===== src/rtl/pool_window_gather_pkg.sv =====
// Shared constants for the 2x2 pooling datapath: pixel width, LeNet layer sizes
// and the slot order used to pack a window into one word.
package pool_window_gather_pkg;

  localparam int DATA_SIZE = 8;

  localparam int CONV1_IMG_W = 28;
  localparam int CONV1_IMG_H = 28;
  localparam int CONV2_IMG_W = 10;
  localparam int CONV2_IMG_H = 10;

  // Slot k of a packed window occupies bits [(k+1)*DATA_SIZE-1 : k*DATA_SIZE].
  localparam int WIN_TL = 3;
  localparam int WIN_TR = 2;
  localparam int WIN_BL = 1;
  localparam int WIN_BR = 0;

endpackage


===== src/rtl/pool_window_gather_if.sv =====
// Pixel-in / window-out handshake bundle between the activation stage,
// pool_window_gather and the max-pool stage.
interface pool_window_gather_if #(
  parameter int DATA_SIZE = pool_window_gather_pkg::DATA_SIZE
);
  logic [DATA_SIZE-1:0]   in_data;
  logic                   in_valid;
  logic                   in_ready;
  logic [4*DATA_SIZE-1:0] win_data;
  logic                   win_valid;
  logic                   win_ready;
  logic                   frame_done;

  modport master (
    output in_data, in_valid, win_ready,
    input  in_ready, win_data, win_valid, frame_done
  );

  modport slave (
    input  in_data, in_valid, win_ready,
    output in_ready, win_data, win_valid, frame_done
  );
endinterface


===== src/rtl/pool_line_buffer.sv =====
// One-row pixel store: single synchronous write port, two asynchronous read
// ports so both top pixels of a window are available in the same cycle.
module pool_line_buffer #(
  parameter  int DATA_SIZE = 8,
  parameter  int DEPTH     = 28,
  localparam int ADDR_W    = $clog2(DEPTH)
) (
  input  logic                 clk,
  input  logic                 we,
  input  logic [ADDR_W-1:0]    waddr,
  input  logic [DATA_SIZE-1:0] wdata,
  input  logic [ADDR_W-1:0]    raddr_a,
  output logic [DATA_SIZE-1:0] rdata_a,
  input  logic [ADDR_W-1:0]    raddr_b,
  output logic [DATA_SIZE-1:0] rdata_b
);

  logic [DATA_SIZE-1:0] mem [DEPTH];

  // NOTE: the RAM has no reset; every entry is rewritten by an even row before
  // any odd row reads it, and a reset port would prevent distributed-RAM mapping.
  always_ff @(posedge clk) begin
    if (we) mem[waddr] <= wdata;
  end

  assign rdata_a = mem[raddr_a];
  assign rdata_b = mem[raddr_b];

endmodule


===== src/rtl/pool_window_gather.sv =====
// Buffers one row plus one pixel of a raster stream and emits each 2x2 window.
// Define POOL_GATHER_RELU_EN to clamp negative pixels to zero on entry.
module pool_window_gather
  import pool_window_gather_pkg::*;
#(
  parameter int DATA_SIZE = pool_window_gather_pkg::DATA_SIZE,
  parameter int IMG_W     = CONV1_IMG_W,
  parameter int IMG_H     = CONV1_IMG_H
) (
  input logic                 clk,
  input logic                 rst,
  pool_window_gather_if.slave bus
);

  localparam int COL_W = $clog2(IMG_W);
  localparam int ROW_W = $clog2(IMG_H);

  if ((IMG_W % 2) != 0 || IMG_W < 2 || (IMG_H % 2) != 0 || IMG_H < 2) begin : g_bad_dims
    $error("pool_window_gather: IMG_W and IMG_H must be even and >= 2");
  end

  logic [COL_W-1:0]       col;
  logic [ROW_W-1:0]       row;
  logic [DATA_SIZE-1:0]   pix;
  logic [DATA_SIZE-1:0]   held;
  logic [DATA_SIZE-1:0]   top_left;
  logic [DATA_SIZE-1:0]   top_right;
  logic [COL_W-1:0]       left_addr;
  logic [4*DATA_SIZE-1:0] next_win;
  logic                   accept;
  logic                   col_last;
  logic                   row_last;
  logic                   load_win;
  logic                   buf_we;
  logic                   last_pending;

  // A slot frees up either when empty or when it drains this same edge.
  assign bus.in_ready = !bus.win_valid || bus.win_ready;
  assign accept       = bus.in_valid && bus.in_ready;
  assign col_last     = (col == COL_W'(IMG_W - 1));
  assign row_last     = (row == ROW_W'(IMG_H - 1));
  assign load_win     = accept && row[0] && col[0];
  assign buf_we       = accept && !row[0];
  assign left_addr    = col & ~COL_W'(1);

  // NOTE: give every always_comb output a default first so no path leaves it
  // unassigned and no latch is inferred.
  always_comb begin
    pix = bus.in_data;
`ifdef POOL_GATHER_RELU_EN
    if (bus.in_data[DATA_SIZE-1]) pix = '0;
`endif
  end

  always_comb begin
    next_win = '0;
    next_win[WIN_TL*DATA_SIZE +: DATA_SIZE] = top_left;
    next_win[WIN_TR*DATA_SIZE +: DATA_SIZE] = top_right;
    next_win[WIN_BL*DATA_SIZE +: DATA_SIZE] = held;
    next_win[WIN_BR*DATA_SIZE +: DATA_SIZE] = pix;
  end

  pool_line_buffer #(
    .DATA_SIZE (DATA_SIZE),
    .DEPTH     (IMG_W)
  ) u_line_buf (
    .clk     (clk),
    .we      (buf_we),
    .waddr   (col),
    .wdata   (pix),
    .raddr_a (left_addr),
    .rdata_a (top_left),
    .raddr_b (col),
    .rdata_b (top_right)
  );

  // NOTE: state registers use non-blocking assignments so every read in this
  // block sees the pre-edge value regardless of statement order.
  always_ff @(posedge clk or posedge rst) begin
    if (rst) begin
      col            <= '0;
      row            <= '0;
      held           <= '0;
      last_pending   <= 1'b0;
      bus.win_data   <= '0;
      bus.win_valid  <= 1'b0;
      bus.frame_done <= 1'b0;
    end else begin
      bus.frame_done <= 1'b0;
      if (bus.win_valid && bus.win_ready && last_pending) begin
        bus.frame_done <= 1'b1;
        last_pending   <= 1'b0;
      end

      if (load_win) begin
        bus.win_data  <= next_win;
        bus.win_valid <= 1'b1;
      end else if (bus.win_ready) begin
        bus.win_valid <= 1'b0;
      end

      if (accept) begin
        if (row[0] && !col[0]) held <= pix;
        if (col_last) begin
          col <= '0;
          row <= row_last ? '0 : row + 1'b1;
          if (row_last) last_pending <= 1'b1;
        end else begin
          col <= col + 1'b1;
        end
      end
    end
  end

endmodule

===== src/flat_wrapper.sv =====
// flat-port wrapper written by rule: the top's interface ports become plain ports
module pool_window_gather_flat import pool_window_gather_pkg::*;
#(
  parameter int DATA_SIZE = pool_window_gather_pkg::DATA_SIZE,
  parameter int IMG_W     = CONV1_IMG_W,
  parameter int IMG_H     = CONV1_IMG_H
)
  (clk, rst, bus_in_data, bus_in_valid, bus_win_ready, bus_in_ready, bus_win_data, bus_win_valid, bus_frame_done);
  pool_window_gather_if #(.DATA_SIZE(DATA_SIZE)) bus_i ();
  input logic clk;
  input logic rst;
  input wire logic [$bits(bus_i.in_data)-1:0] bus_in_data;
  input wire logic [$bits(bus_i.in_valid)-1:0] bus_in_valid;
  input wire logic [$bits(bus_i.win_ready)-1:0] bus_win_ready;
  output wire logic [$bits(bus_i.in_ready)-1:0] bus_in_ready;
  output wire logic [$bits(bus_i.win_data)-1:0] bus_win_data;
  output wire logic [$bits(bus_i.win_valid)-1:0] bus_win_valid;
  output wire logic [$bits(bus_i.frame_done)-1:0] bus_frame_done;
  assign bus_i.in_data = bus_in_data;
  assign bus_i.in_valid = bus_in_valid;
  assign bus_i.win_ready = bus_win_ready;
  assign bus_in_ready = bus_i.in_ready;
  assign bus_win_data = bus_i.win_data;
  assign bus_win_valid = bus_i.win_valid;
  assign bus_frame_done = bus_i.frame_done;
  pool_window_gather #(.DATA_SIZE(DATA_SIZE), .IMG_W(IMG_W), .IMG_H(IMG_H)) u_core (.clk(clk), .rst(rst), .bus(bus_i));
endmodule

===== config.mk =====
export PLATFORM = sky130hd
export DESIGN_NAME = pool_window_gather_flat
export DESIGN_NICKNAME = d
export VERILOG_FILES = /design/src/rtl/pool_window_gather_pkg.sv /design/src/rtl/pool_window_gather_if.sv /design/src/rtl/pool_line_buffer.sv /design/src/rtl/pool_window_gather.sv /design/src/flat_wrapper.sv
export SDC_FILE = /design/constraint.sdc
export NUM_CORES = 1
export LEC_CHECK = 0
export ABC_AREA = 1
export CORE_UTILIZATION = 40
export CTS_BUF_LIST = sky130_fd_sc_hd__clkbuf_16
export CTS_CLUSTER_DIAMETER = 200
export DETAILED_ROUTE_END_ITERATION = 10
export PLACE_DENSITY = 0.64
export SYNTH_ARGS = -nofsm -noshare
export SYNTH_HDL_FRONTEND = slang
export SYNTH_HIERARCHICAL = 1
export SYNTH_SLANG_ARGS = --single-unit

===== constraint.sdc =====
create_clock -name clk -period 3.7 [get_ports clk]
set_clock_uncertainty 0.05 [all_clocks]
set_input_delay 0.74 -clock clk [delete_from_list [all_inputs] [get_ports clk]]
set_output_delay 0.74 -clock clk [all_outputs]
set_load 0.1 [all_outputs]

---- Word-level counts from Yosys, hierarchy flattened ----
Memories as Yosys holds them, arrays and structs flattened. A register that Yosys moved wholly into a read port is not among the register bits.
Cells that the tools add are included.
cells by class
  add/subtract/negate cells ............... 2
  equal/unequal tests ..................... 2
  mux-type cells .......................... 11
  reduce and logical (&&, ||, !) cells .... 14
operators by type and width
  kind                                                           number
  5-bit by 1-bit adder with 5-bit output, second input constant  2
  5-bit equality test, second input constant                     2
  5-bit two-way mux                                              2
  1-bit two-way mux                                              9
  1-bit logical AND                                              7
  2-bit AND reduction                                            2
  1-bit logical NOT                                              3
  2-bit nonzero test                                             1
  1-bit logical OR                                               1
storage, ports and cells
  bits in registers ....................... 53
  bits in writable memories ............... 224
  bits of input ports ..................... 12
  logic and storage cells ................. 37
  memories ................................ 1
memories
  memory                 words  bits a word  rd ports  clocked after memory_dff  wr ports  RTL line                text
  u_core.u_line_buf.mem  28     8            2         2                         1         pool_line_buffer.sv:18  logic [DATA_SIZE-1:0] mem [DEPTH];

---- Logic depth before layout (Yosys ltp) ----
Gate-level depths: netlist of run 1.
  depth after elaboration ................. 6
  depth in mapped cells ................... 14

---- Hierarchy ----
The synthesis of run 1 kept the hierarchy.
modules (own cells, without submodules)
  module              times used  cells an instance  area each (um^2)  sequential area each (um^2)
  pool_line_buffer    1           1422               11957.7           6726.5
  pool_window_gather  1           257                2238.4            1326.3

---- Worst setup path after synthesis of run 1 ----
OpenSTA, ideal clock, no wires.
  path kind ............................... reg-to-reg
  start ................................... register u_core.bus.win_valid
  end ..................................... memory u_core.u_line_buf.mem[11][0] (enable)
  arrival time ............................ 2.427 ns
  required time ........................... 3.280 ns
  path slack .............................. 0.853 ns
  stages on the path, launching flop included .. 6
  clock period less this slack ............ 2.847 ns
  cell sequence ........................... dfrtp_1 -> nand2_2 -> nand2_4 -> nor2_1 -> nand3_1 -> nor2_1
between the ends
  longest elaborated chain between the ends .. 6
ends and longest elaborated chain
  what                                     RTL line                     text
  from (decl)                              pool_window_gather_if.sv:21  output in_ready, win_data, win_valid, frame_done
  from (signal assigned)                   pool_window_gather.sv:86     bus.win_valid <= 1'b0;
  from (signal assigned)                   pool_window_gather.sv:97     bus.win_valid <= 1'b1;
  from (signal assigned)                   pool_window_gather.sv:99     bus.win_valid <= 1'b0;
  1-bit logical NOT                        pool_window_gather.sv:38     assign bus.in_ready = !bus.win_valid || bus.win_ready;
  1-bit logical OR                         pool_window_gather.sv:38
  named net bus_in_ready                   flat_wrapper.sv:15           output wire logic [$bits(bus_i.in_ready)-1:0] bus_in_ready;
  1-bit logical AND                        pool_window_gather.sv:39     assign accept = bus.in_valid && bus.in_ready;
  1-bit logical AND                        pool_window_gather.sv:43     assign buf_we = accept && !row[0];
  named net u_core.buf_we                  pool_window_gather.sv:34     logic buf_we;
  1-bit two-way mux                        pool_line_buffer.sv:23       if (we) mem[waddr] <= wdata;
  1-bit two-way mux (not written as such)  pool_line_buffer.sv:23
  to (decl)                                pool_line_buffer.sv:18
The timed path passes the listed nets, and every way through them passes these cells.

==> flow_summary_export.csv, run 1 <==
group,metric,value,unit
status,status,"complete, no violations",
global_route,grt_pass1_wl,64.3,mm
drt,drc,0,
synth,async_flop_share,19.1,%
drt,ant_nets,0,
timing,final.min_clock_period,2.89,ns
die,die_h,190,um
synth,ys_types,30,
hold_path,hold_class,"input pin to asynchronous set/reset pin",
critical_path,worst-path-buf-inv,1,
critical_path,reg2reg_depth,10,
clock_network,cts-hold-fix-buffers,0,
synth,ys_ff_latch,277,
synth,synth_seq_area_share,56.7,%
clock_network,clkSlewWorstSetupHoldPaths,0.06,ns
clock_network,clockRootBuffer,"clkbuf_16",
die,die-area,0.0362,mm2
place,dpl.hpwl,25.6,mm
die,ios,47,
job,maxCapViolations,0,
synth,synth_edf_count,224,
critical_path,cp_common_cell,"nand2_1",
critical_path,critPathCaptureType,"flip-flop",
drt,vias,11800,
cells_and_area,nNetsFinal,1724,
critical_path,cp-start-kind,"flip-flop",
clock_network,clock_sinks,277,
timing,rsz0062_at_grt,"no",
critical_path,path_cells,"inv_2 -> nand3_1 -> nand3_1 -> nand2_1 -> nand2_1 -> nand2_1 -> nand2_1 -> nand2_1 -> nand2_1 -> nand2_1",
timing,setup_violations,0,
critical_path,path_depth,10,
synth,syn-num-nets,1693,
drt,routed_via_density,5.39,
synth,yosysWarnings,6,
clock_network,cts_max_path_buffers,3,
critical_path,path_class,"flip-flop to flip-flop",
critical_path,crit_path_max_fanout,62,
cells_and_area,area_delta_synth_final,12.5,%
clock_network,cts.repair.resized,0,
global_route,track_usage,23.3,%
critical_path,ff2ff_setup_slack,0.81,ns
critical_path,worstPathArrival,3.28,ns
place,port-buffer-count,46,
timing,post-route-period-util,78.0,%
cells_and_area,antenna_cells,0,
synth,synth_most_common_cell,"nand2_1",
synth,synth_area_leader_cell,"edfxtp_1",
critical_path,required,4.09,ns
timing,maxSlewHeadroom,17.6,%
timing,fmax,346,MHz
timing,hold_viol_final,0,
synth,synth_commonest_cells,"663 x nand2_1, 277 x nand3_1, 224 x edfxtp_1",
drt,routed_wl,42.1,mm
critical_path,path_delay_family,"buffers and inverters",
timing,max_slew.worst_pin.slew,1.23,ns
drt,wl_per_cell,19.2,um
die,core-area,0.0347,mm2
synth,avgSynthCellArea,8.46,um2
place,place_congestion,0.904,
global_route,grt_max_degree,119,
timing,drv_slew,0,
synth,synth_top_area_share,47.4,%
power,p_leak,7.06,nW
critical_path,crit_path_max_incr_delay,1.00,ns
synth,synthCells,1679,
synth,synth_ff_type,"edfxtp_1",
die,start_util,40.9,%
power,power.density,801,mW/mm2
global_route,grt_overflow,0,
clock_network,clk_latency,0.58,ns
timing,timing.setup.tns,0,ns
die,rows,68,
drt,drt_iter0_drc,1709,
cells_and_area,final_cells,2190,
cells_and_area,utilization,46.0,%
power,peakVddDrop,632,uV
clock_network,cts_tree,"built",
synth,netlist_area,0.0142,mm2
cells_and_area,drive_gt1_share,6.74,%
place,dp.cells,2132,
clock_network,post_cts.repair.setup_buffers,0,
critical_path,slowest_stage,"inv_2",
synth,ys_top_cells_by_area,"edfxtp_1 47%, nand2_1 18%, nand3_1 9.8%, dfrtp_1 9.3%, inv_1 4.3%",
clock_network,cts_inserted_buffers,31,
clock_network,cts_max_level,1,
critical_path,rr_endpoint,"u_core/bus.win_data[24]",
global_route,antenna_found_initial,0,
die,fp.dieW,190,um
drt,firstDrtPassIters,5,
critical_path,rr_startpoint,"u_core/col[1]",
global_route,grt_pass1_vias,11221,
-- logic make-up after synthesis --
kind of cell | Yosys count | synth area share, %
compound gates | 105 | 4.29
xor+xnor | 2 | 0.123
fa+ha+maj | 2 | 0.176
buf+inv | 267 | 8.63
flops | 277 | 56.7
other cells | 1 | 0.0264
simple gates | 1025 | 30.0
-- cell type report --
cell class	count	area, um2
clock buffer	32	801
clock inverter	26	119
fill	3394	18700
inverter	169	637
multi-input combinational	1135	4920
sequential	277	8060
tap	455	569
timing repair buffer	96	858
-- worst register-to-register path, delay by kind of cell (launching register included) --
kind / cells / cell delay [ns]
flops: 1 / 0.73
buf+inv: 1 / 1.03
simple gates: 9 / 0.97
-- registers in the layout, indices dropped and copies added (netlist names) --
signal / cells
u_core/bus.frame_done: 1
u_core/bus.win_data: 32
u_core/bus.win_valid: 1
u_core/col: 5
u_core/held: 8
u_core/last_pending: 1
u_core/row: 5
u_core/u_line_buf/mem: 224
-- worst max-delay path by stage --
stage | start | endpoint | slack [ns]
after global placement | bus_win_ready | u_core/u_line_buf/mem[16][6] | 0.65
final | u_core/col[1] | u_core/bus.win_data[24] | 0.81
after floorplan | u_core/bus.win_valid | u_core/u_line_buf/mem[11][0] | 0.85
after CTS | u_core/bus.win_valid | bus_win_valid | 0.81
after global routing | u_core/col[1] | u_core/bus.win_data[28] | 0.70
after detailed placement | bus_win_ready | u_core/u_line_buf/mem[24][3] | 0.66
-- report_power, final --
part           leakage, nW  total (mW)  switching (mW)  internal, mW
clock network        0.501        2.80            1.24          1.56
registers             2.69        4.23           0.515          3.71
logic                 3.87        5.76            4.25          1.51
-- stage by stage --
step,power [mW],area [um2],hold slack (ns),setup slack [ns]
after floorplan,8.36,14200,0.392,0.853
after detailed placement,9.94,15000,0.408,0.657
after CTS,12.7,16000,0.407,0.811
after global routing,13.4,16000,0.443,0.698
final,12.8,16000,0.409,0.814
after global placement,9.88,15000,0.404,0.653
-- metal layers --
layer  global-route usage [%]  vias up  wire length, um
met5                        0        -                0
met1                     31.2     5591            17600
li1                         -     5536                -
met2                     37.4      570            19400
met3                     3.33      103             3230
met4                     10.4        0             1860
-- layout by cell type, fill, tap and decap left out, types with 2 or more instances in the layout --
cell type	synthesis	routed
nand2_2	6	6
clkinv_2	0	3
buf_12	0	2
dfrtp_1	53	50
o21ai_0	42	42
a21oi_1	20	20
nor2_1	66	66
buf_4	3	49
o211ai_1	31	31
or2_2	5	5
inv_4	1	4
clkinv_1	1	7
inv_1	164	173
edfxtp_1	224	224
nand3_1	277	277
xor2_1	2	2
nand4_1	4	4
clkdlybuf4s50_1	0	45
o21ai_1	10	10
nand2_1	663	663
dfrtp_4	0	2
clkbuf_16	0	32
ha_1	2	2
inv_6	0	2
inv_2	3	6
Power figures use the tool's default switching activity.
==> inputs of run 2 (changes only) <==
==> constraint.sdc (replaced) <==
create_clock -name clk -period 2.85 [get_ports clk]
set_clock_uncertainty 0.05 [all_clocks]
set_input_delay 0.57 -clock clk [delete_from_list [all_inputs] [get_ports clk]]
set_output_delay 0.57 -clock clk [all_outputs]
set_load 0.1 [all_outputs]
==> run 2 against run 1 <==
Compared with the run above: wire length increased by 0.60%; maximum frequency grew 26%; largest power group unchanged; largest cell class unchanged; setup slack lost 0.26 ns; clock power increased by 32%; die area unchanged; combinational power grew 36%; first-iteration DRC count is 9.1% lower; sequential power is 25% higher; register-to-register slack lost 0.26 ns; via count is 0.58% higher; critical endpoint unchanged; power up 31%.
==> flow_summary_export.csv, run 2 (synthesized netlist as in run 1, its figures left out) <==
group,metric,value,unit
hold_path,hold_depth,2,
power,p_leak,7.14,nW
cells_and_area,mostFrequentLayoutCells,"663 x nand2_1, 277 x nand3_1, 224 x edfxtp_1, 165 x inv_1, 92 x buf_4",
clock_network,post_cts.repair.setup_buffers,0,
timing,rsz0062_at_grt,"no",
die,die_h,190,um
power,finalPower,16.8,mW
critical_path,rr_startpoint,"u_core/col[1]",
clock_network,clockRootBuffer,"clkbuf_16",
status,status,"complete, no violations",
drt,firstDrtPassIters,7,
cells_and_area,regMostFlops,"u_core/u_line_buf/mem",
drt,routed_via_density,5.40,
cells_and_area,utilization,46.2,%
drt,drc,0,
place,dp.cells,2145,
global_route,grt_pass1_vias,10994,
critical_path,path_class,"flip-flop to flip-flop",
global_route,track_usage,23.3,%
critical_path,ff2ff_setup_slack,0.55,ns
timing,hold_viol_final,0,
critical_path,critPathCaptureType,"flip-flop",
cells_and_area,final_cells,2198,
clock_network,clkSlewWorstSetupHoldPaths,0.06,ns
global_route,grt_max_degree,119,
drt,ant_nets,0,
place,port-buffer-count,46,
clock_network,cts_max_level,1,
drt,wl_per_cell,19.3,um
cells_and_area,area_delta_synth_final,12.9,%
timing,max_slew.worst_pin.slew,0.765,ns
clock_network,cts_tree,"built",
global_route,grt_pass1_wl,63.7,mm
die,fp.dieW,190,um
cells_and_area,drive_gt1_share,9.58,%
cells_and_area,fillerInstances,3376,
cells_and_area,final_common_cell,"nand2_1",
die,ios,47,
drt,vias,11869,
die,start_util,40.9,%
clock_network,cts_inserted_buffers,29,
clock_network,cts_max_path_buffers,3,
critical_path,crit_end,"u_core/bus.win_data[24]",
timing,final.min_clock_period,2.30,ns
critical_path,crit_path_max_fanout,21,
cells_and_area,antenna_cells,0,
timing,setup_violations,0,
job,maxCapViolations,0,
critical_path,required,3.24,ns
timing,fmax,435,MHz
critical_path,cp-start-kind,"flip-flop",
die,core-area,0.0347,mm2
drt,drt_iter0_drc,1554,
cells_and_area,reg_top3,"u_core/u_line_buf/mem (224), u_core/bus.win_data (32), u_core/held (8)",
timing,post-route-period-util,80.6,%
die,die-area,0.0362,mm2
place,dpl.hpwl,26.1,mm
drt,routed_wl,42.3,mm
global_route,antenna_found_initial,0,
place,place_congestion,0.865,
clock_network,cts.repair.resized,0,
timing,drv_slew,0,
power,peakVddDrop,855,uV
global_route,grt_overflow,0,
critical_path,setup.worst_path.start,"u_core/col[1]",
cells_and_area,largest_register_ffs,224,
cells_and_area,nNetsFinal,1735,
clock_network,clock_sinks,277,
hold_path,hold_class,"flip-flop to flip-flop",
critical_path,worstPathArrival,2.69,ns
timing,maxSlewHeadroom,49.0,%
power,power.density,1050,mW/mm2
critical_path,rr_endpoint,"u_core/bus.win_data[24]",
timing,timing.setup.tns,0,ns
die,rows,68,
critical_path,reg2reg_depth,11,
clock_network,cts-hold-fix-buffers,0,
clock_network,clk_latency,0.55,ns
timing,hold_ws,0.422,ns
==> run 2: changes by cell type in the layout (fill, tap and decap cells not counted), moves of 2 or more <==
| cell | change |
|---|---|
| clkinvlp_4 | +4 |
| inv_4 | -3 |
| inv_1 | -8 |
| clkinv_2 | +4 |
| clkbuf_16 | -3 |
| inv_6 | -2 |
| buf_12 | +4 |
| bufinv_16 | +3 |
| clkdlybuf4s50_1 | -34 |
| buf_4 | +43 |
==> run 2: where the power goes <==
part / total (mW) / leakage [nW] / switching, mW / internal (mW)
Clock: 3.69 / 0.457 / 1.57 / 2.12
Sequential: 5.27 / 2.69 / 0.444 / 4.83
Combinational: 7.82 / 4.00 / 5.79 / 2.03
Total: 16.8 / 7.14 / 7.81 / 8.98
==> run 2: routing by layer <==
metal / track usage [%] / vias to the layer above / routed length, um
met5: 0 / - / 0
met4: 11.5 / 0 / 2210
met3: 2.85 / 124 / 3160
met2: 36.8 / 574 / 19400
met1: 31.7 / 5621 / 17600
li1: - / 5550 / -
==> run 2: how the worst min path moves through the flow <==
| stage | from | end | slack, ns |
|---|---|---|---|
| finish | u_core/held[0] | u_core/bus.win_data[8] | 0.42 |
| global route | u_core/bus.win_data[16] | u_core/bus.win_data[16] | 0.45 |
| CTS | u_core/held[0] | u_core/bus.win_data[8] | 0.42 |
| detailed placement | u_core/held[0] | u_core/bus.win_data[8] | 0.40 |
| global placement | u_core/held[2] | u_core/bus.win_data[10] | 0.40 |
| floorplan | u_core/held[2] | u_core/bus.win_data[10] | 0.39 |
==> run 2: layout make-up <==
type | count | area, um2 | area share [%]
clock buffer | 29 | 726 | 4.53
clock inverter | 24 | 198 | 1.23
inverter | 169 | 637 | 3.97
multi-input combinational | 1135 | 4920 | 30.7
sequential | 277 | 8060 | 50.3
tap | 455 | 569 | 3.55
timing repair buffer | 109 | 921 | 5.74
==> run 2: through the flow <==
step | area [um2] | setup slack (ns)
global route | 16000 | 0.420
CTS | 16000 | 0.607
global placement | 15100 | 0.147
finish | 16000 | 0.552
detailed placement | 15100 | 0.112
floorplan | 14200 | 0.00278
==> run 2: critical path, stage by stage (launching register included) <==
cell and delay, ns:
dfrtp_4 0.61, inv_2 0.36, buf_4 0.34, nand3_1 0.11, nand3_1 0.14, nand2_1 0.10
nand2_1 0.07, nand2_1 0.05, nand2_1 0.05, nand2_1 0.13, nand2_1 0.10, nand2_1 0.05
